`config.mk`:
```
export PLATFORM = sky130hd
export DESIGN_NAME = fetch_sequencer
export DESIGN_NICKNAME = d
export VERILOG_FILES = /design/src/rtl/fetch_sequencer_pkg.sv /design/src/rtl/fetch_sequencer_pc_counter.sv /design/src/rtl/fetch_sequencer.sv
export SDC_FILE = /design/constraint.sdc
export NUM_CORES = 1
export LEC_CHECK = 0
export ABC_AREA = 0
export CAP_MARGIN = 0
export CORE_MARGIN = 10
export CORE_UTILIZATION = 40
export DETAILED_ROUTE_END_ITERATION = 6
export PLACE_DENSITY = 0.87
export RECOVER_POWER = 25
export SLEW_MARGIN = 15
export SYNTH_ARGS = -nofsm -noshare
export SYNTH_HDL_FRONTEND = slang
export SYNTH_SLANG_ARGS = --single-unit
```
`constraint.sdc`:
```
create_clock -name i_clk -period 2.25 [get_ports i_clk]
set_input_delay 0.45 -clock i_clk [delete_from_list [all_inputs] [get_ports i_clk]]
set_output_delay 0.45 -clock i_clk [all_outputs]
set_load 0.05 [all_outputs]
```
`src/rtl/fetch_sequencer_pkg.sv`:
```
// Shared types and constants for the 4-bit lab processor fetch/phase sequencer.
// Latency: n/a (types and constants only).
// Backpressure: n/a.
package fetch_pkg;

  // Sequencer states. HALT parks the machine; FETCH/EXEC alternate while running.
  typedef enum logic [1:0] {
    HALT  = 2'd0,
    FETCH = 2'd1,
    EXEC  = 2'd2
  } state_t;

  localparam int OPC_W    = 4;
  localparam int OPR_W    = 4;
  localparam int DEC_IN_W = 7;

  // Bit positions inside decode_in = {opcode, c_flag, z_flag, phase}.
  localparam int DEC_PHASE   = 0;
  localparam int DEC_Z       = 1;
  localparam int DEC_C       = 2;
  localparam int DEC_OPC_LSB = 3;

endpackage

```
`src/rtl/fetch_sequencer_pc_counter.sv`:
```
// Program counter: load / increment / hold, wrapping modulo 2^PC_W.
// Latency: new PC visible one edge after the request.
// Backpressure: none; i_en gates every update (held while the sequencer is halted).
// Ports: i_clk, i_reset (async, active-high), i_en, i_load, i_inc, i_load_addr -> o_pc.
module pc_counter
  import fetch_pkg::*;
#(
  parameter int PC_W = 12
) (
  input  logic            i_clk,
  input  logic            i_reset,
  input  logic            i_en,
  input  logic            i_load,
  input  logic            i_inc,
  input  logic [PC_W-1:0] i_load_addr,
  output logic [PC_W-1:0] o_pc
);

  logic [PC_W-1:0] r_pc;

  always_ff @(posedge i_clk or posedge i_reset) begin
    if (i_reset) begin
      r_pc <= '0;
    end else if (i_en) begin
      // Load wins over increment; the add wraps naturally at PC_W bits.
      if (i_load) begin
        r_pc <= i_load_addr;
      end else if (i_inc) begin
        r_pc <= r_pc + {{(PC_W-1){1'b0}}, 1'b1};
      end
    end
  end

  assign o_pc = r_pc;

endmodule

```
`src/rtl/fetch_sequencer.sv`:
```
// Fetch/execute phase sequencer: drives ROM address, latches IR, keeps carry/zero flags.
// Latency: one instruction per 2 cycles when running; a single step takes 3 edges HALT->FETCH->EXEC->HALT.
// Backpressure: none; run/step levels gate progress, HALT freezes PC, IR and flags.
// Ports: i_clk, i_reset, i_run, i_step, i_rom_data, i_pc_load, i_pc_inc, i_load_addr,
//        i_flags_we, i_c_in, i_z_in -> o_pc, o_operand, o_decode_in, o_phase, o_active.
module fetch_sequencer
  import fetch_pkg::*;
#(
  parameter int PC_W         = 12,
  parameter int RUN_ON_RESET = 1
) (
  input  logic                i_clk,
  input  logic                i_reset,
  input  logic                i_run,
  input  logic                i_step,
  input  logic [7:0]          i_rom_data,
  input  logic                i_pc_load,
  input  logic                i_pc_inc,
  input  logic [PC_W-1:0]     i_load_addr,
  input  logic                i_flags_we,
  input  logic                i_c_in,
  input  logic                i_z_in,
  output logic [PC_W-1:0]     o_pc,
  output logic [OPR_W-1:0]    o_operand,
  output logic [DEC_IN_W-1:0] o_decode_in,
  output logic                o_phase,
  output logic                o_active
);

  localparam state_t RESET_STATE = (RUN_ON_RESET != 0) ? FETCH : HALT;

  state_t                   r_state;
  logic [OPC_W+OPR_W-1:0]   r_ir;
  logic                     r_c_flag;
  logic                     r_z_flag;
  logic                     r_step_pend;
  logic                     w_active;
  logic [DEC_IN_W-1:0]      w_decode_in;

  assign w_active = (r_state != HALT);

  pc_counter #(
    .PC_W (PC_W)
  ) u_pc (
    .i_clk       (i_clk),
    .i_reset     (i_reset),
    .i_en        (w_active),
    .i_load      (i_pc_load),
    .i_inc       (i_pc_inc),
    .i_load_addr (i_load_addr),
    .o_pc        (o_pc)
  );

  always_ff @(posedge i_clk or posedge i_reset) begin
    if (i_reset) begin
      r_state     <= RESET_STATE;
      r_ir        <= '0;
      r_c_flag    <= 1'b0;
      r_z_flag    <= 1'b0;
      r_step_pend <= 1'b0;
    end else begin
      case (r_state)
        HALT: begin
          // run dominates step, so step_pend is only set for a pure single-step.
          if (i_run) begin
            r_state <= FETCH;
          end else if (i_step) begin
            r_state     <= FETCH;
            r_step_pend <= 1'b1;
          end
        end
        FETCH: begin
          r_ir    <= i_rom_data;
          r_state <= EXEC;
        end
        EXEC: begin
          if (i_flags_we) begin
            r_c_flag <= i_c_in;
            r_z_flag <= i_z_in;
          end
          // run is only consulted here, so dropping it in FETCH still finishes the instruction.
          if (i_run && !r_step_pend) begin
            r_state <= FETCH;
          end else begin
            r_state     <= HALT;
            r_step_pend <= 1'b0;
          end
        end
        default: begin
          r_state <= RESET_STATE;
        end
      endcase
    end
  end

  // Registered IR and flags; only the phase bit is decoded from the state register.
  always_comb begin
    w_decode_in                              = '0;
    w_decode_in[DEC_OPC_LSB +: OPC_W]        = r_ir[OPC_W+OPR_W-1:OPR_W];
    w_decode_in[DEC_C]                       = r_c_flag;
    w_decode_in[DEC_Z]                       = r_z_flag;
    w_decode_in[DEC_PHASE]                   = (r_state == EXEC);
  end

  assign o_decode_in = w_decode_in;
  assign o_operand   = r_ir[OPR_W-1:0];
  assign o_phase     = (r_state == EXEC);
  assign o_active    = w_active;

endmodule

```
---- Yosys cells after proc, flatten, opt, wreduce, memory -nomap -nowiden ----
Index checks and enable logic that the tools add are counted.
storage, ports and cells
  word-level logic and storage cells ...... 32
  input bits .............................. 29
  register bits after elaboration ......... 25
  output and inout bits ................... 25
cells by class
  equal/unequal tests ..................... 6
  reductions and logical operators ........ 9
  muxes and demuxes ....................... 10
  add/subtract/negate cells ............... 1
operators by type and width
  cell                                                 count
  two-way mux 12 bit                                   2
  adder 12 x 1 -> 12 bit, second input constant        1
  != test 2 bit, second input constant                 3
  case mux 2 bit (3 select lines)                      1
  nonzero test 2 bit                                   3
  two-way mux 1 bit                                    4
  two-way mux 2 bit                                    2
  AND reduction 2 bit                                  2
  AND reduction 4 bit                                  1
  != test 3 bit, second input constant                 1
  equality test 2 x 1 -> 1 bit, second input constant  1
  equality test 2 bit, second input constant           1
  zero test 2 bit                                      1
  case mux 1 bit (2 select lines)                      1
  logical AND 1 bit                                    1
  zero test 1 bit                                      1

---- Depth between registers and ports, before layout ----
Gate-level depths: netlist of the first run.
  depth after elaboration ................. 4
  depth in mapped cells ................... 6
  gate-level depth less buffers ........... 5

---- Cells and area by module ----
From an unflattened synthesis of the first run, not the netlist that was laid out.
unflattened totals
  cell total of the unflattened synthesis .. 127
  area total of the unflattened synthesis .. 1355.0 um^2
by module, submodules not included
  module           sequential area each (um^2)  instances  area each (um^2)  cells an instance
  pc_counter       300.3                        1          774.5             88
  fetch_sequencer  326.6                        1          580.6             39

---- Least setup slack after synthesis of the first run ----
No wires, ideal clock.
  path type ............................... reg-to-output
  from .................................... reg r_state[1]
  to ...................................... out o_decode_in[0]
  path slack .............................. 0.288 ns
  cell stages (with the launch flop) ...... 4
  required time ........................... 1.800 ns
  data arrival time ....................... 1.512 ns
  cell sequence ........................... dfrtp_1 > inv_1 > nor2_1 > buf_4
on the way
  word-level cells in the longest chain between the ends .. 1
RTL lines
  what                    line                   text
  from (decl)             fetch_sequencer.sv:32  state_t r_state;
  from (signal assigned)  fetch_sequencer.sv:56  r_state <= RESET_STATE;
  from (signal assigned)  fetch_sequencer.sv:66  r_state <= FETCH;
  from (signal assigned)  fetch_sequencer.sv:68  r_state <= FETCH;
  equality test 2 bit     --
  to (decl)               fetch_sequencer.sv:25  output logic [DEC_IN_W-1:0] o_decode_in,
No other way between the ends.

---- Final worst setup path of the first run ----
  from .................................... reg u_pc.r_pc[2], in the netlist u_pc.o_pc[2]
  to ...................................... out o_pc[2]
RTL lines
  what                    line                              text
  from (decl)             fetch_sequencer_pc_counter.sv:19  logic [PC_W-1:0] r_pc;
  from (signal assigned)  fetch_sequencer_pc_counter.sv:27  r_pc <= i_load_addr;
  from (signal assigned)  fetch_sequencer_pc_counter.sv:29  r_pc <= r_pc + {{(PC_W-1){1'b0}}, 1'b1};
  to (decl)               fetch_sequencer.sv:23             output logic [PC_W-1:0] o_pc,
No word-level cell between the ends.

==> results of run 1 <==
-- power breakdown --
group | switching, mW | leakage, nW | internal [mW]
clock | 0.141 | 0.0183 | 0.0722
combinational | 1.22 | 0.487 | 0.619
sequential | 0.223 | 0.299 | 0.678
total | 1.58 | 0.805 | 1.37
-- cell type report --
type                    instances  area [um^2]  area share (%)
multi-input cells             106          599            32.1
clock inverters                 1         8.76           0.469
clock buffers                   3         22.5            1.20
repair buffers                 56          542            29.0
well taps                      44         55.1            2.95
flip-flops and latches         25          627            33.5
inverters                       4         15.0           0.803
-- final timing paths --
| path | from | to | slack [ns] | depth (start not counted) |
|---|---|---|---|---|
| max in group asynchronous | i_reset | u_pc.o_pc[7]$_DFFE_PP0P_ | 0.46 | 3 |
| setup reg to reg | u_pc.o_pc[0]$_DFFE_PP0P_ | u_pc.o_pc[10]$_DFFE_PP0P_ | 0.74 | 5 |
| min in group asynchronous | i_reset | r_ir[1]$_DFFE_PP0N_ | 0.99 | 3 |
| hold / removal | r_ir[4]$_DFFE_PP0N_ | r_ir[4]$_DFFE_PP0N_ | 0.50 | 2 |
| hold reg to reg | r_ir[4]$_DFFE_PP0N_ | r_ir[4]$_DFFE_PP0N_ | 0.50 | 2 |
| setup / recovery | u_pc.o_pc[2]$_DFFE_PP0P_ | o_pc[2] | 0.14 | 1 |
-- metrics by stage --
| stage | utilization (%) | std cells |
|---|---|---|
| global placement | 59.8 | 235 |
| global route | 60.7 | 239 |
| finish | 60.7 | 239 |
| detailed placement | 59.8 | 235 |
| floorplan | - | 145 |
| CTS | 60.9 | 239 |
-- flip-flops by register name, indices dropped and copies added (netlist names) --
| signal | count |
|---|---|
| r_state | 2 |
| r_ir | 8 |
| r_z_flag | 1 |
| u_pc.o_pc | 12 |
| r_c_flag | 1 |
| r_step_pend | 1 |
-- layout by cell type, fill, tap and decap left out, types with 3 or more instances in the layout --
| cell type | n |
|---|---|
| clkdlybuf4s50_1 | 49 |
| nand2_1 | 33 |
| dfrtp_1 | 24 |
| a21oi_1 | 10 |
| nor2_1 | 9 |
| o21ai_0 | 8 |
| nand3_1 | 6 |
| o21ai_1 | 5 |
| buf_4 | 5 |
| nor3_1 | 3 |
| and3_1 | 3 |
| a31oi_1 | 3 |
| o22a_1 | 3 |
| clkbuf_4 | 3 |
-- metal layers --
layer | GRT usage [%] | wire length, um | up-vias
li1 | - | - | 604
met1 | 14.8 | 1530 | 550
met2 | 18.4 | 1560 | 29
met3 | 3.26 | 200 | 2
met4 | 2.74 | 17 | 0
met5 | 0 | 0 | -
-- cell families after synthesis --
| family | Yosys count |
|---|---|
| flip-flops | 25 |
| multiplexers | 4 |
| buffers and inverters | 14 |
| AND/OR/NAND/NOR | 64 |
| adder cells (fa/ha/maj) | 1 |
| AO/OA/AOI/OAI | 37 |
==> impl_results.md, run 1 <==
* P_leak at 0.805 nW
* Yosys reg bits at 25
* Final #Nets at 226
* Final wirelength at 3300 um
* IO buf count at 53
* Maximum vdd ir drop at 0.000741 V
* Area contributors post-synth: dfrtp_1, nand2_1, a21oi_1
* WS Path Type: flip-flop to output pin
* Antenna Nets Post-Route at 0
* CP Data Arrival Time at 1.66 ns
* Initial DRC Count at 46
* Num CTS Buffers at 3
* Largest net degree at the start of global routing at 26
* Tmin final at 2.11 ns
* Synth warnings at 0
* Drt drc at 0
* Vias in the first global route at 1227
* Layout fillers at 286
* Global-route wire length before repair at 5800 um
* Count leader, synth: nand2_1
* CP required at 1.80 ns
* Starting Density at 42.3%
* Gate Count Post-Synth at 145
* CTS root buf: clkbuf_4
* Nature of the critical path startpoint: flip-flop
* Num rows at 20
* # resized after CTS at 0
* CTS sink count at 25
* GRT overflow at 0
* Syn_area_per_cell at 8.98 um^2
* Worst slew pin tran at 1.34 ns
* Mux contribution to synthesized area at 3.27%
* Initial antenna violation count at 0
* Outcome: finished, final reports clean
* Routability cong. at 0.807
* Setup violators final at 0
* Syn nets at 175
* Max Clock Freq at 0.474 GHz
* Sequential fraction of the synthesis area at 48.1%
* Final WS setup at 0.142 ns
* Share of the synthesized area in the top cell type at 46.1%
* CTS Hold Bufs at 0
* Die ar. at 5940 um^2
* Synth area leader: dfrtp_1
* Most used DFF post-synth: dfrtp_1
* CTS tree: built
* Die Width at 77.1 um
* Critical-path top delay cell: clkdlybuf4s50_1
* Dpl ws at 0.418 ns
* Skew-Pair Late Insertion Delay at 0.32 ns
* Top post-synthesis cells by count: nand2_1, dfrtp_1, a21oi_1, nor2_1, o21ai_0
* Hold Crit Class: flip-flop to flip-flop
* Rel. slew slack at 10.3%
* CP Capture Type: output pin
* Cells along the critical path: clkdlybuf4s50_1
* Worst Path Max Fanout at 8
* Endpoints failing hold at 0
* Mapped Area at 1300 um^2
* Async S/R FF share, synth at 100%
* Yosys cell types at 40
* DR WL/cell at 13.8 um
* Vias/cell at 4.96
* WP buf/inv at 1
* IO Pins at 54
* Max-slew violations at 0
* Max cap viols at 0
* Share of post-route cells with drive strength above 1 at 10.8%
* Via count at 1185
* Min Hold Slack at 0.497 ns
* Compound-cell area share of the yosys netlist at 18.7%
* Final instance area at 1870 um^2
* Reg clk slew, reported paths at 0.15 ns
* RSZ-0062 raised after global routing: no
* Final Power at 2.95 mW
* Power Density at 1580 nW/um^2
* # diodes at 0
* Area after DPL at 1840 um^2
* Adder-Cell Fraction of Synth Area at 0.961%
* CTS H-tree depth at 1
* Synth Area in XOR/XNOR at 0%
* CP max stage delay at 0.86 ns
* Drt pass-1 iters at 4
* Simple-gate portion of the synthesized area at 23.1%
* Post-synth EDFFs at 0
* Cell family with most CP delay: buffers and inverters
* Area of the core at 3080 um^2
* HPWL Detailed at 2570 um
* Clock Skew at 0.0120 ns
* Setup bufs post-CTS at 0
* Vert. Die Dim at 77.1 um
* Largest family of logic cells by synthesized area: simple AND/OR/NAND/NOR gates
* TNS Setup at 0 ns
* Total GRT Usage at 11.5%
* Ratio of final minimum period to clock period at 93.7%
* Clock Tree Buf Depth at 2
* Synthesis-to-finish area growth at 43.5%
(Power assumes the default switching activity.)
==> run 2: changes to the inputs <==
--- a/config.mk
+++ b/config.mk
@@ -10,8 +10,10 @@
 export CORE_MARGIN = 10
 export CORE_UTILIZATION = 40
 export DETAILED_ROUTE_END_ITERATION = 6
+export GPL_ROUTABILITY_DRIVEN = 1
 export PLACE_DENSITY = 0.87
 export RECOVER_POWER = 25
+export REMOVE_ABC_BUFFERS = 1
 export SLEW_MARGIN = 15
 export SYNTH_ARGS = -nofsm -noshare
 export SYNTH_HDL_FRONTEND = slang
==> run 2 against run 1 <==
Clock power is 7% lower. Via count grew 2.1%. Largest cell class unchanged. Flip-flop and latch count stayed put. Sequential share of layout area shrank 0.067 points. Worst hold slack got worse by 0.0088 ns. First-iteration DRC count is 72% higher. Fmax increased by 0.56%. Global-route usage fell by 0.50 points. Clock skew decreased by 0.0090 ns. Non-clock buffer count increased by 1.
==> impl_results.md, run 2 (synthesis results as in run 1) <==
* Outcome: finished, final reports clean
* Finished Core Util at 60.9%
* Most frequent cells in the layout: clkdlybuf4s50_1, nand2_1, dfrtp_1, a21oi_1, nor2_1
* CP max stage delay at 0.85 ns
* CP Capture Type: output pin
* IO Pins at 54
* CTS root buf: clkbuf_4
* # diodes at 0
* Min Hold Slack at 0.488 ns
* CTS sink count at 25
* Ratio of final minimum period to clock period at 93.2%
* Final wirelength at 3360 um
* Worst Path Max Fanout at 8
* Met2 wire len at 1640 um
* Clock Skew at 0.00306 ns
* Max Clock Freq at 0.477 GHz
* Routability cong. at 0.843
* Cells along the critical path: clkdlybuf4s50_1
* RSZ-0062 raised after global routing: no
* Tmin final at 2.10 ns
* CTS H-tree depth at 1
* Num CTS Buffers at 3
* Setup violators final at 0
* Initial antenna violation count at 0
* GRT overflow at 0
* Met1 wire length at 1460 um
* Global-route wire length before repair at 5490 um
* Max cap viols at 0
* Nature of the critical path startpoint: flip-flop
* Vert. Die Dim at 77.1 um
* CTS tree: built
* Fin cells at 240
* Dpl ws at 0.437 ns
* Max layer used: met4
* # resized after CTS at 0
* Maximum vdd ir drop at 0.000684 V
* P_leak at 0.809 nW
* Synthesis-to-finish area growth at 43.8%
* Final Power at 2.96 mW
* Max reg flops at 12
* Vias in the first global route at 1176
* WP buf/inv at 1
* Antenna Nets Post-Route at 0
* Initial DRC Count at 79
* Drt drc at 0
* Met3 wire len at 238 um
* Rel. slew slack at 34.4%
* DR WL/cell at 14.0 um
* Cell family with most CP delay: buffers and inverters
* WS Path Type: flip-flop to output pin
* Area of the core at 3080 um^2
* Clock Tree Buf Depth at 2
* IO buf count at 53
* HPWL Detailed at 2660 um
* Hold Crit Class: primary input to async pin
* Setup bufs post-CTS at 0
* Die ar. at 5940 um^2
* Endpoints failing hold at 0
* Via count at 1210
* Total GRT Usage at 11.0%
* Drt pass-1 iters at 4
* Final #Nets at 227
* Die Width at 77.1 um
* Reg clk slew, reported paths at 0.14 ns
* CP Data Arrival Time at 1.65 ns
* Max-slew violations at 0
* Critical-path top delay cell: clkdlybuf4s50_1
* Skew-Pair Late Insertion Delay at 0.31 ns
* Starting Density at 42.3%
* Num rows at 20
* CTS Hold Bufs at 0
* Worst slew pin tran at 0.984 ns
* CP required at 1.80 ns
* Final WS setup at 0.154 ns
* DP Cell Count at 236
* Power Density at 1580 nW/um^2
* Largest net degree at the start of global routing at 25
* Commonest non-fill, non-tap cell in the layout: clkdlybuf4s50_1
* Vias/cell at 5.04
* Share of post-route cells with drive strength above 1 at 11.2%
## run 2: layout make-up
class | instances | area (um^2)
Fill cell | 276 | 1200
Sequential cell | 25 | 627
Timing Repair Buffer | 57 | 549
Multi-Input combinational cell | 106 | 599
Clock inverter | 1 | 5.00
Inverter | 4 | 15.0
Clock buffer | 3 | 22.5
Tap cell | 44 | 55.1
## run 2: power breakdown
group | leakage [nW] | total (mW) | internal (mW) | switching, mW
clock | 0.0177 | 0.199 | 0.0664 | 0.133
combinational | 0.492 | 1.86 | 0.630 | 1.23
sequential | 0.299 | 0.903 | 0.679 | 0.224
## run 2: routing by layer
| metal | global-route usage [%] | vias up |
|---|---|---|
| met3 | 4.08 | 2 |
| li1 | - | 609 |
| met5 | 0 | - |
| met1 | 13.2 | 560 |
| met4 | 2.74 | 0 |
| met2 | 18.0 | 39 |
## run 2: per-stage QoR
step                setup TNS (ns)  cell area [um^2]
floorplan                   -0.374              1240
global placement                 0              1850
detailed placement               0              1850
CTS                              0              1880
global route                     0              1870
finish                           0              1870
## run 2: path summary, 6_finish.rpt
| check | depth (start not counted) | slack, ns | start | to |
|---|---|---|---|---|
| max | 1 | 0.15 | u_pc.o_pc[4]$_DFFE_PP0P_ | o_pc[4] |
| min | 2 | 0.49 | i_reset | r_ir[3]$_DFFE_PP0N_ |
| max reg2reg | 5 | 0.72 | u_pc.o_pc[0]$_DFFE_PP0P_ | u_pc.o_pc[10]$_DFFE_PP0P_ |
| min reg2reg | 2 | 0.49 | r_ir[4]$_DFFE_PP0N_ | r_ir[4]$_DFFE_PP0N_ |
| max in group asynchronous | 3 | 0.58 | i_reset | r_ir[7]$_DFFE_PP0N_ |
| min in group i_clk | 2 | 0.49 | r_ir[4]$_DFFE_PP0N_ | r_ir[4]$_DFFE_PP0N_ |
